==> src/rtl/ex_mem.sv <==
// EX/MEM pipeline register with multi-cycle HI/LO partial-product feedback.
// Optional BUBBLE-cycle counter on bubble_cnt_o when EX_MEM_BUBBLE_CNT_EN is defined.
module ex_mem #(
   parameter int CNT_W = 2
) (
   input  logic             clk,
   input  logic             rst,
   input  logic [5:0]       stall,
   input  logic [4:0]       ex_wd,
   input  logic             ex_wreg,
   input  logic [31:0]      ex_wdata,
   input  logic             ex_whilo,
   input  logic [31:0]      ex_hi,
   input  logic [31:0]      ex_lo,
   input  logic [63:0]      hilo_i,
   input  logic [CNT_W-1:0] cnt_i,
   output logic [4:0]       mem_wd,
   output logic             mem_wreg,
   output logic [31:0]      mem_wdata,
   output logic             mem_whilo,
   output logic [31:0]      mem_hi,
   output logic [31:0]      mem_lo,
   output logic [63:0]      hilo_o,
   output logic [CNT_W-1:0] cnt_o
`ifdef EX_MEM_BUBBLE_CNT_EN
   ,
   output logic [31:0]      bubble_cnt_o
`endif
);

   typedef enum logic [1:0] {
      MODE_ADV,
      MODE_BUB,
      MODE_HOLD
   } mode_e;

   mode_e mode;

   logic [4:0]       mem_wd_q,    mem_wd_d;
   logic             mem_wreg_q,  mem_wreg_d;
   logic [31:0]      mem_wdata_q, mem_wdata_d;
   logic             mem_whilo_q, mem_whilo_d;
   logic [31:0]      mem_hi_q,    mem_hi_d;
   logic [31:0]      mem_lo_q,    mem_lo_d;
   logic [63:0]      hilo_q,      hilo_d;
   logic [CNT_W-1:0] cnt_q,       cnt_d;

   logic unused_stall;
   assign unused_stall = ^{stall[5], stall[2:0]};

   // stall[4] without stall[3] is illegal and falls through to ADVANCE
   always_comb begin
      mode = MODE_ADV;
      if (stall[3] && stall[4]) begin
         mode = MODE_HOLD;
      end else if (stall[3]) begin
         mode = MODE_BUB;
      end
   end

   always_comb begin
      mem_wd_d    = mem_wd_q;
      mem_wreg_d  = mem_wreg_q;
      mem_wdata_d = mem_wdata_q;
      mem_whilo_d = mem_whilo_q;
      mem_hi_d    = mem_hi_q;
      mem_lo_d    = mem_lo_q;
      hilo_d      = hilo_q;
      cnt_d       = cnt_q;
      unique case (mode)
         MODE_ADV: begin
            mem_wd_d    = ex_wd;
            mem_wreg_d  = ex_wreg;
            mem_wdata_d = ex_wdata;
            mem_whilo_d = ex_whilo;
            mem_hi_d    = ex_hi;
            mem_lo_d    = ex_lo;
            hilo_d      = '0;
            cnt_d       = '0;
         end
         MODE_BUB: begin
            mem_wd_d    = '0;
            mem_wreg_d  = 1'b0;
            mem_wdata_d = '0;
            mem_whilo_d = 1'b0;
            mem_hi_d    = '0;
            mem_lo_d    = '0;
            hilo_d      = hilo_i;
            cnt_d       = cnt_i;
         end
         default: begin
         end
      endcase
   end

   always_ff @(posedge clk or posedge rst) begin
      if (rst) begin
         mem_wd_q    <= '0;
         mem_wreg_q  <= 1'b0;
         mem_wdata_q <= '0;
         mem_whilo_q <= 1'b0;
         mem_hi_q    <= '0;
         mem_lo_q    <= '0;
         hilo_q      <= '0;
         cnt_q       <= '0;
      end else begin
         mem_wd_q    <= mem_wd_d;
         mem_wreg_q  <= mem_wreg_d;
         mem_wdata_q <= mem_wdata_d;
         mem_whilo_q <= mem_whilo_d;
         mem_hi_q    <= mem_hi_d;
         mem_lo_q    <= mem_lo_d;
         hilo_q      <= hilo_d;
         cnt_q       <= cnt_d;
      end
   end

   assign mem_wd    = mem_wd_q;
   assign mem_wreg  = mem_wreg_q;
   assign mem_wdata = mem_wdata_q;
   assign mem_whilo = mem_whilo_q;
   assign mem_hi    = mem_hi_q;
   assign mem_lo    = mem_lo_q;
   assign hilo_o    = hilo_q;
   assign cnt_o     = cnt_q;

`ifdef EX_MEM_BUBBLE_CNT_EN
   logic [31:0] bubble_cnt_q, bubble_cnt_d;

   // saturates rather than wrapping so long stalls never read as short ones
   always_comb begin
      bubble_cnt_d = bubble_cnt_q;
      if (mode == MODE_BUB && bubble_cnt_q != 32'hFFFF_FFFF) begin
         bubble_cnt_d = bubble_cnt_q + 32'd1;
      end
   end

   always_ff @(posedge clk or posedge rst) begin
      if (rst) begin
         bubble_cnt_q <= '0;
      end else begin
         bubble_cnt_q <= bubble_cnt_d;
      end
   end

   assign bubble_cnt_o = bubble_cnt_q;
`endif

endmodule

==> config.mk <==
export PLATFORM = sky130hd
export DESIGN_NAME = ex_mem
export DESIGN_NICKNAME = d
export VERILOG_FILES = /design/src/rtl/ex_mem.sv
export SDC_FILE = /design/constraint.sdc
export NUM_CORES = 1
export LEC_CHECK = 0
export CAP_MARGIN = 20
export CORE_ASPECT_RATIO = 0.5
export CORE_UTILIZATION = 40
export DETAILED_ROUTE_END_ITERATION = 10
export PLACE_DENSITY = 0.86
export SLEW_MARGIN = 20
export SYNTH_ARGS = -nofsm -noshare
export SYNTH_HDL_FRONTEND = slang
export SYNTH_SLANG_ARGS = --single-unit
==> constraint.sdc <==
create_clock -name clk -period 8.65 [get_ports clk]
set_input_delay 2.595 -clock clk [delete_from_list [all_inputs] [get_ports clk]]
set_output_delay 2.595 -clock clk [all_outputs]
set_load 0.05 [all_outputs]
==> results.ini, run 1 <==
[sta]
fin_crit_sh=0.490
drv_slew=0
min_period_ns=4.24
finalSetupViolations=0
maxSlewHeadroom=0.405
clock_skew_ns=0
worst_pin_slew_ns=0.892
setup_tns_ns=0
finalHoldViolations=0
rsz0062_at_grt=no
max_freq_mhz=236

[worst_hold_path]
min_path_cells=1
hold_start=mem_wdata[24]
hold_class=reg2reg
min_to=mem_wdata[24]

[floorplan]
fp-row-count=33
core_um2=16400
die_w_um=185
die_y_um=93.6
dieArea_um2=17300
io_pins=346
start_util=0.409

[grt]
grt_pass1_vias=5554
antenna_found_initial=0
overflow=0
grt_pass1_wl_um=29400
grt_max_degree=117
globalRouteTotalUtil=0.223

[power_and_ir_drop]
peakVddDrop_v=0.000143
p_sw_uw=651
seq_power_share=0.408
p_total_mw=2.14
powerDensity_nw_per_um2=198
combPwrFrac=0.230
p_int_mw=1.49
cellLeakagePower_nw=5.02
clkPwrFrac=0.362
p_sw_frac=0.305

[critical_path]
r2r-start=hilo_o[31]
crit_path_max_fanout=2
end_kind=output pin
r2r-end=hilo_o[31]
path_cells=clkdlybuf4s50_1
cpMaxStageDelayCell=clkdlybuf4s50_1
worst_r2r_path_depth=2
worstPathRequired_ns=6.06
crit_path_max_incr_delay_ns=0.83
path_class=reg2out
cp_top_family=buffers and inverters
critPathArrivalTime_ns=1.65
cp.buffers_inverters=1
critPathLaunchType=register
reg2reg_slack_ns=7.89

[route]
drt_iter0_drc=263
firstDrtPassIters=6
vias_per_cell=4.73
post-route-drc-count=0
wl_um=19500
via_count=5582
ant_nets=0
wl_per_cell_um=16.5

[logic_synthesis]
syn_inst=622
synth_compound_area_frac=0.0874
avgSynthCellArea_um2=10.8
yosys.area_share.xor_xnor=0
synth.net_count=799
muxShareOfSynthArea=0.0984
ys_seq_area_frac=0.630
syn_area_um2=6710
synth_top_area_share=0.630
synth_seq_cells=169
synthAdderAreaFrac=0
synth_top_family_by_area=simple AND/OR/NAND/NOR gates
synthTopCellsByArea=dfrtp_1 63%, mux2i_1 9.8%, nand3_1 6.3%, o21ai_0 6.3%, inv_1 4.8%
yosys_warnings=0
ys_types=13
yosys.area_share.simple=0.100
yosysTopAreaCell=dfrtp_1

[place]
place_hpwl_um=13900
io_buffers=341
place.gp.congestion=0.773

[layout]
num_antenna_cells=0
nNetsFinal=1116
area_delta_synth_final_pct=61.1
layout-drive-gt1-share=0.0420
multiInputGateArea_um2=1920
final-seq-area_um2=4230
num-fill-cells=1323

[clock_network]
post_cts_resized=0
max-clock-path-buffers=2
cts_tree=yes
cts-hold-fix-buffers=0
cts_buffers=17
cts-root-buf=clkbuf_16
clkTransAtPathRegs_ns=0.06
post_cts_buffers=0
htree_levels=4
clkLatencyLatePin_ns=0.41
clock-sinks=169

[status]
status=finished, final reports clean

[flow_run]
cap_violations=0

==> metal layers <==
layer,GRT usage,part of all wire,vias to the layer above
met2,0.396,0.53,138
met4,0.0806,0.027,0
met1,0.265,0.41,2737
met5,0,0,-
li1,-,-,2667
met3,0.0510,0.039,40
==> power by group through the flow <==
stage	combinational (mW)	sequential [mW]	clock (mW)
5_1_grt	0.516	0.877	0.826
3_5_place_dp	0.493	0.886	0
2_1_floorplan	0.0960	1.07	0
6_report	0.491	0.871	0.774
3_3_place_gp	0.486	0.882	0
4_1_cts	0.495	0.871	0.792
==> Yosys cell counts, drive strengths merged <==
master and instances:
dfrtp 169, inv 86, nand3 84, o21ai 84, mux2i 66, nor2 66, buf 29, a22o 19
clkbuf 18, and2 1
==> placed cells by master (no fill, tap or decap), drive strengths merged <==
cell and n:
o21ai 84, nor2 66, bufinv 2, buf 6, and2 1, inv 88, clkbuf 20, a22o 19
dfrtp 169, mux2i 66, nand3 84, clkinv 8, clkdlybuf4s50 339
==> layout make-up <==
cell class,count,share of cell area
Sequential cell,169,0.391
Multi-Input combinational cell,320,0.178
Tap cell,227,0.0263
Inverter,86,0.0305
Timing Repair Buffer,345,0.318
Clock inverter,12,0.0130
Clock buffer,20,0.0432
==> how the worst max path moves through the flow <==
stage | to | cells past startpoint | from
floorplan | cnt_o[0] | 1 | rst
global placement | cnt_o[1] | 3 | rst
detailed placement | cnt_o[1] | 3 | rst
CTS | mem_wdata[27] | 1 | mem_wdata[27]
global route | mem_wdata[27] | 1 | mem_wdata[27]
finish | mem_wdata[27] | 1 | mem_wdata[27]
==> cell families (layout without fill, tap and decap cells) <==
family / count (synthesis) / after routing
AOI/OAI and AO/OA: 103 / 103
buffers and inverters: 133 / 463
DFF: 169 / 169
muxes: 66 / 66
and+or+nand+nor: 151 / 151
==> metrics by stage <==
stage                     hold slack (ns)  utilization  setup WS [ns]  area, um^2  cells
after floorplan                     0.774            -           1.48        6710    622
after global placement              0.480        0.623           4.04       10200   1147
after detailed placement            0.482        0.623           3.97       10200   1147
after CTS                           0.500        0.660           4.39       10800   1179
after global routing                0.522        0.660           4.36       10800   1179
final                               0.496        0.660           4.41       10800   1179
==> flip-flops by register name, summed over array words and instances (netlist names) <==
name / flops
cnt_o: 2
hilo_o: 64
mem_hi: 32
mem_lo: 32
mem_wd: 5
mem_wdata: 32
mem_whilo: 1
mem_wreg: 1
(Power assumes the default switching activity.)
==> run 2, diff against run 1 <==
--- a/config.mk
+++ b/config.mk
@@ -7,9 +7,9 @@
 export LEC_CHECK = 0
 export CAP_MARGIN = 20
 export CORE_ASPECT_RATIO = 0.5
-export CORE_UTILIZATION = 40
+export CORE_UTILIZATION = 36
 export DETAILED_ROUTE_END_ITERATION = 10
-export PLACE_DENSITY = 0.86
+export PLACE_DENSITY = 0.82
 export SLEW_MARGIN = 20
 export SYNTH_ARGS = -nofsm -noshare
 export SYNTH_HDL_FRONTEND = slang
==> constraint.sdc (replaced) <==
create_clock -name clk -period 3.7 [get_ports clk]
set_input_delay 1.11 -clock clk [delete_from_list [all_inputs] [get_ports clk]]
set_output_delay 1.11 -clock clk [all_outputs]
set_load 0.05 [all_outputs]
==> run 2 against run 1 <==
  * Flip-flop and latch count is the same
  * Final cell count grew 0.76%
  * Worst hold slack is essentially flat
  * Wire length grew 0.13%
  * Register-to-register slack lost 4.9 ns
  * Non-clock buffer count grew 2
  * Highest routed layer unchanged
==> results.ini, run 2 (synthesis results as in run 1) <==
[critical_path]
critical_path.startpoint=mem_wdata[27]
cpMaxStageDelayCell=clkdlybuf4s50_1
crit_path_max_incr_delay_ns=0.88  ; +0.05 ns
critPathArrivalTime_ns=1.66  ; about the same
worst-path-stages=1  ; unchanged
crit_path_max_fanout=2  ; unchanged
crit_end=mem_wdata[27]
r2r-end=hilo_o[20]
worst_r2r_path_depth=2  ; unchanged
cp_top_family=buffers and inverters
reg2reg_slack_ns=2.95  ; -4.94 ns
r2r-start=hilo_o[20]
end_kind=output pin
worstPathRequired_ns=2.59  ; -3.47 ns
path_class=reg2out
cp.buffers_inverters=1  ; unchanged
path_cells=clkdlybuf4s50_1
critPathLaunchType=register

[route]
via_count=5516  ; -1.2%
drt_iter0_drc=239  ; -9.1%
post-route-drc-count=0  ; unchanged
firstDrtPassIters=4  ; -2
wl_um=19500  ; +0.13%
ant_nets=0  ; unchanged
wl_met1_um=7960  ; +0.13%
wl_met3_um=998  ; +32%
vias_per_cell=4.64  ; -1.9%
top_layer=met4
wl_per_cell_um=16.4  ; -0.63%
dr_wl_met2_um=10100  ; -1.1%

[sta]
fin_crit_sh=0.748
finalSetupViolations=0  ; unchanged
clock_skew_ns=0  ; unchanged
worst_pin_slew_ns=0.896  ; +0.00369 ns
rsz0062_at_grt=no
drv_slew=0  ; unchanged
finalHoldViolations=0  ; unchanged
min_period_ns=2.77
max_freq_mhz=361
setup_tns_ns=0  ; unchanged
maxSlewHeadroom=0.403  ; -0.00246

[layout]
instances_no_fill=1188  ; +0.76%
multiInputGateArea_um2=1920  ; unchanged
final_common_cell=clkdlybuf4s50_1
layout-drive-gt1-share=0.0430  ; +0.000960
largest_reg_flops=64  ; unchanged
nNetsFinal=1118  ; +0.18%
mostFrequentLayoutCells=339 x clkdlybuf4s50_1, 169 x dfrtp_1, 84 x inv_1, 84 x nand3_1, 84 x o21ai_0
final-seq-area_um2=4230  ; unchanged
num-fill-cells=1449  ; +9.5%
area_delta_synth_final_pct=62.5
num_antenna_cells=0  ; unchanged

[flow_run]
cap_violations=0  ; unchanged

[clock_network]
post_cts_resized=0  ; unchanged
cts_tree=yes
cts-root-buf=clkbuf_16
clock-sinks=169  ; unchanged
clkLatencyLatePin_ns=0.41  ; about the same
clkTransAtPathRegs_ns=0.07  ; about the same
htree_levels=4  ; unchanged
cts_buffers=17  ; unchanged
max-clock-path-buffers=2  ; unchanged
post_cts_buffers=0  ; unchanged
cts-hold-fix-buffers=0  ; unchanged

[floorplan]
io_pins=346  ; unchanged
die_y_um=98.6  ; +5.3%
core_um2=17800  ; +8.5%
die_w_um=195  ; +5.4%
fp-row-count=34  ; +3.0%
start_util=0.377  ; -0.0320
dieArea_um2=19200  ; +11%

[power_and_ir_drop]
cellLeakagePower_nw=5.05  ; +0.52%
peakVddDrop_v=0.000285  ; +99%
powerDensity_nw_per_um2=471  ; +140%

[worst_hold_path]
hold_class=reg2reg

[grt]
grt_pass1_wl_um=30600  ; +3.9%
grt_pass1_vias=5704  ; +2.7%
antenna_found_initial=0  ; unchanged
grt_max_degree=170  ; +45%
globalRouteTotalUtil=0.203  ; -0.0196
overflow=0  ; unchanged

[place]
io_buffers=341  ; unchanged
place.gp.congestion=0.815  ; +5.3%
place_hpwl_um=13900  ; -0.16%
dpl.cell_count=1156  ; +0.78%

[status]
status=finished, final reports clean

## run 2: layout make-up
cell class | instances | area share
inverter | 86 | 0.0299
clock inverter | 12 | 0.0171
tap | 234 | 0.0268
timing repair buffer | 347 | 0.320
multi-input combinational | 320 | 0.176
sequential | 169 | 0.388
clock buffer | 20 | 0.0419
## run 2: worst min path at each step
stage               cells after the start  slack, ns     startpoint       endpoint
finish                                  2       0.50     mem_hi[24]     mem_hi[24]
global route                            1       0.51  mem_wdata[22]  mem_wdata[22]
CTS                                     1       0.50       mem_wreg       mem_wreg
detailed placement                      1       0.48     mem_hi[31]     mem_hi[31]
global placement                        1       0.48  mem_wdata[27]  mem_wdata[27]
floorplan                               2       0.77      mem_lo[0]      mem_lo[0]
## run 2: power breakdown
| group | switching [mW] | leakage, nW | internal (mW) |
|---|---|---|---|
| Combinational | 0.706 | 2.57 | 0.448 |
| Sequential | 0.0668 | 2.18 | 1.97 |
| Clock | 0.764 | 0.310 | 1.18 |
| Total | 1.54 | 5.05 | 3.60 |
## run 2: metal layers
layer	up-vias	GRT usage
met5	-	0
met4	0	0.0672
met3	29	0.0507
met2	143	0.358
met1	2672	0.245
li1	2672	-
## run 2: through the flow
step / utilization / area, um^2 / power, mW / hold slack (ns) / setup slack, ns
after floorplan: - / 6720 / 2.72 / 0.774 / 0.435
after global placement: 0.577 / 10300 / 3.21 / 0.479 / 1.29
after detailed placement: 0.577 / 10300 / 3.23 / 0.480 / 1.26
after CTS: 0.613 / 10900 / 5.19 / 0.502 / 0.924
after global routing: 0.613 / 10900 / 5.34 / 0.514 / 0.904
final: 0.613 / 10900 / 5.13 / 0.496 / 0.932
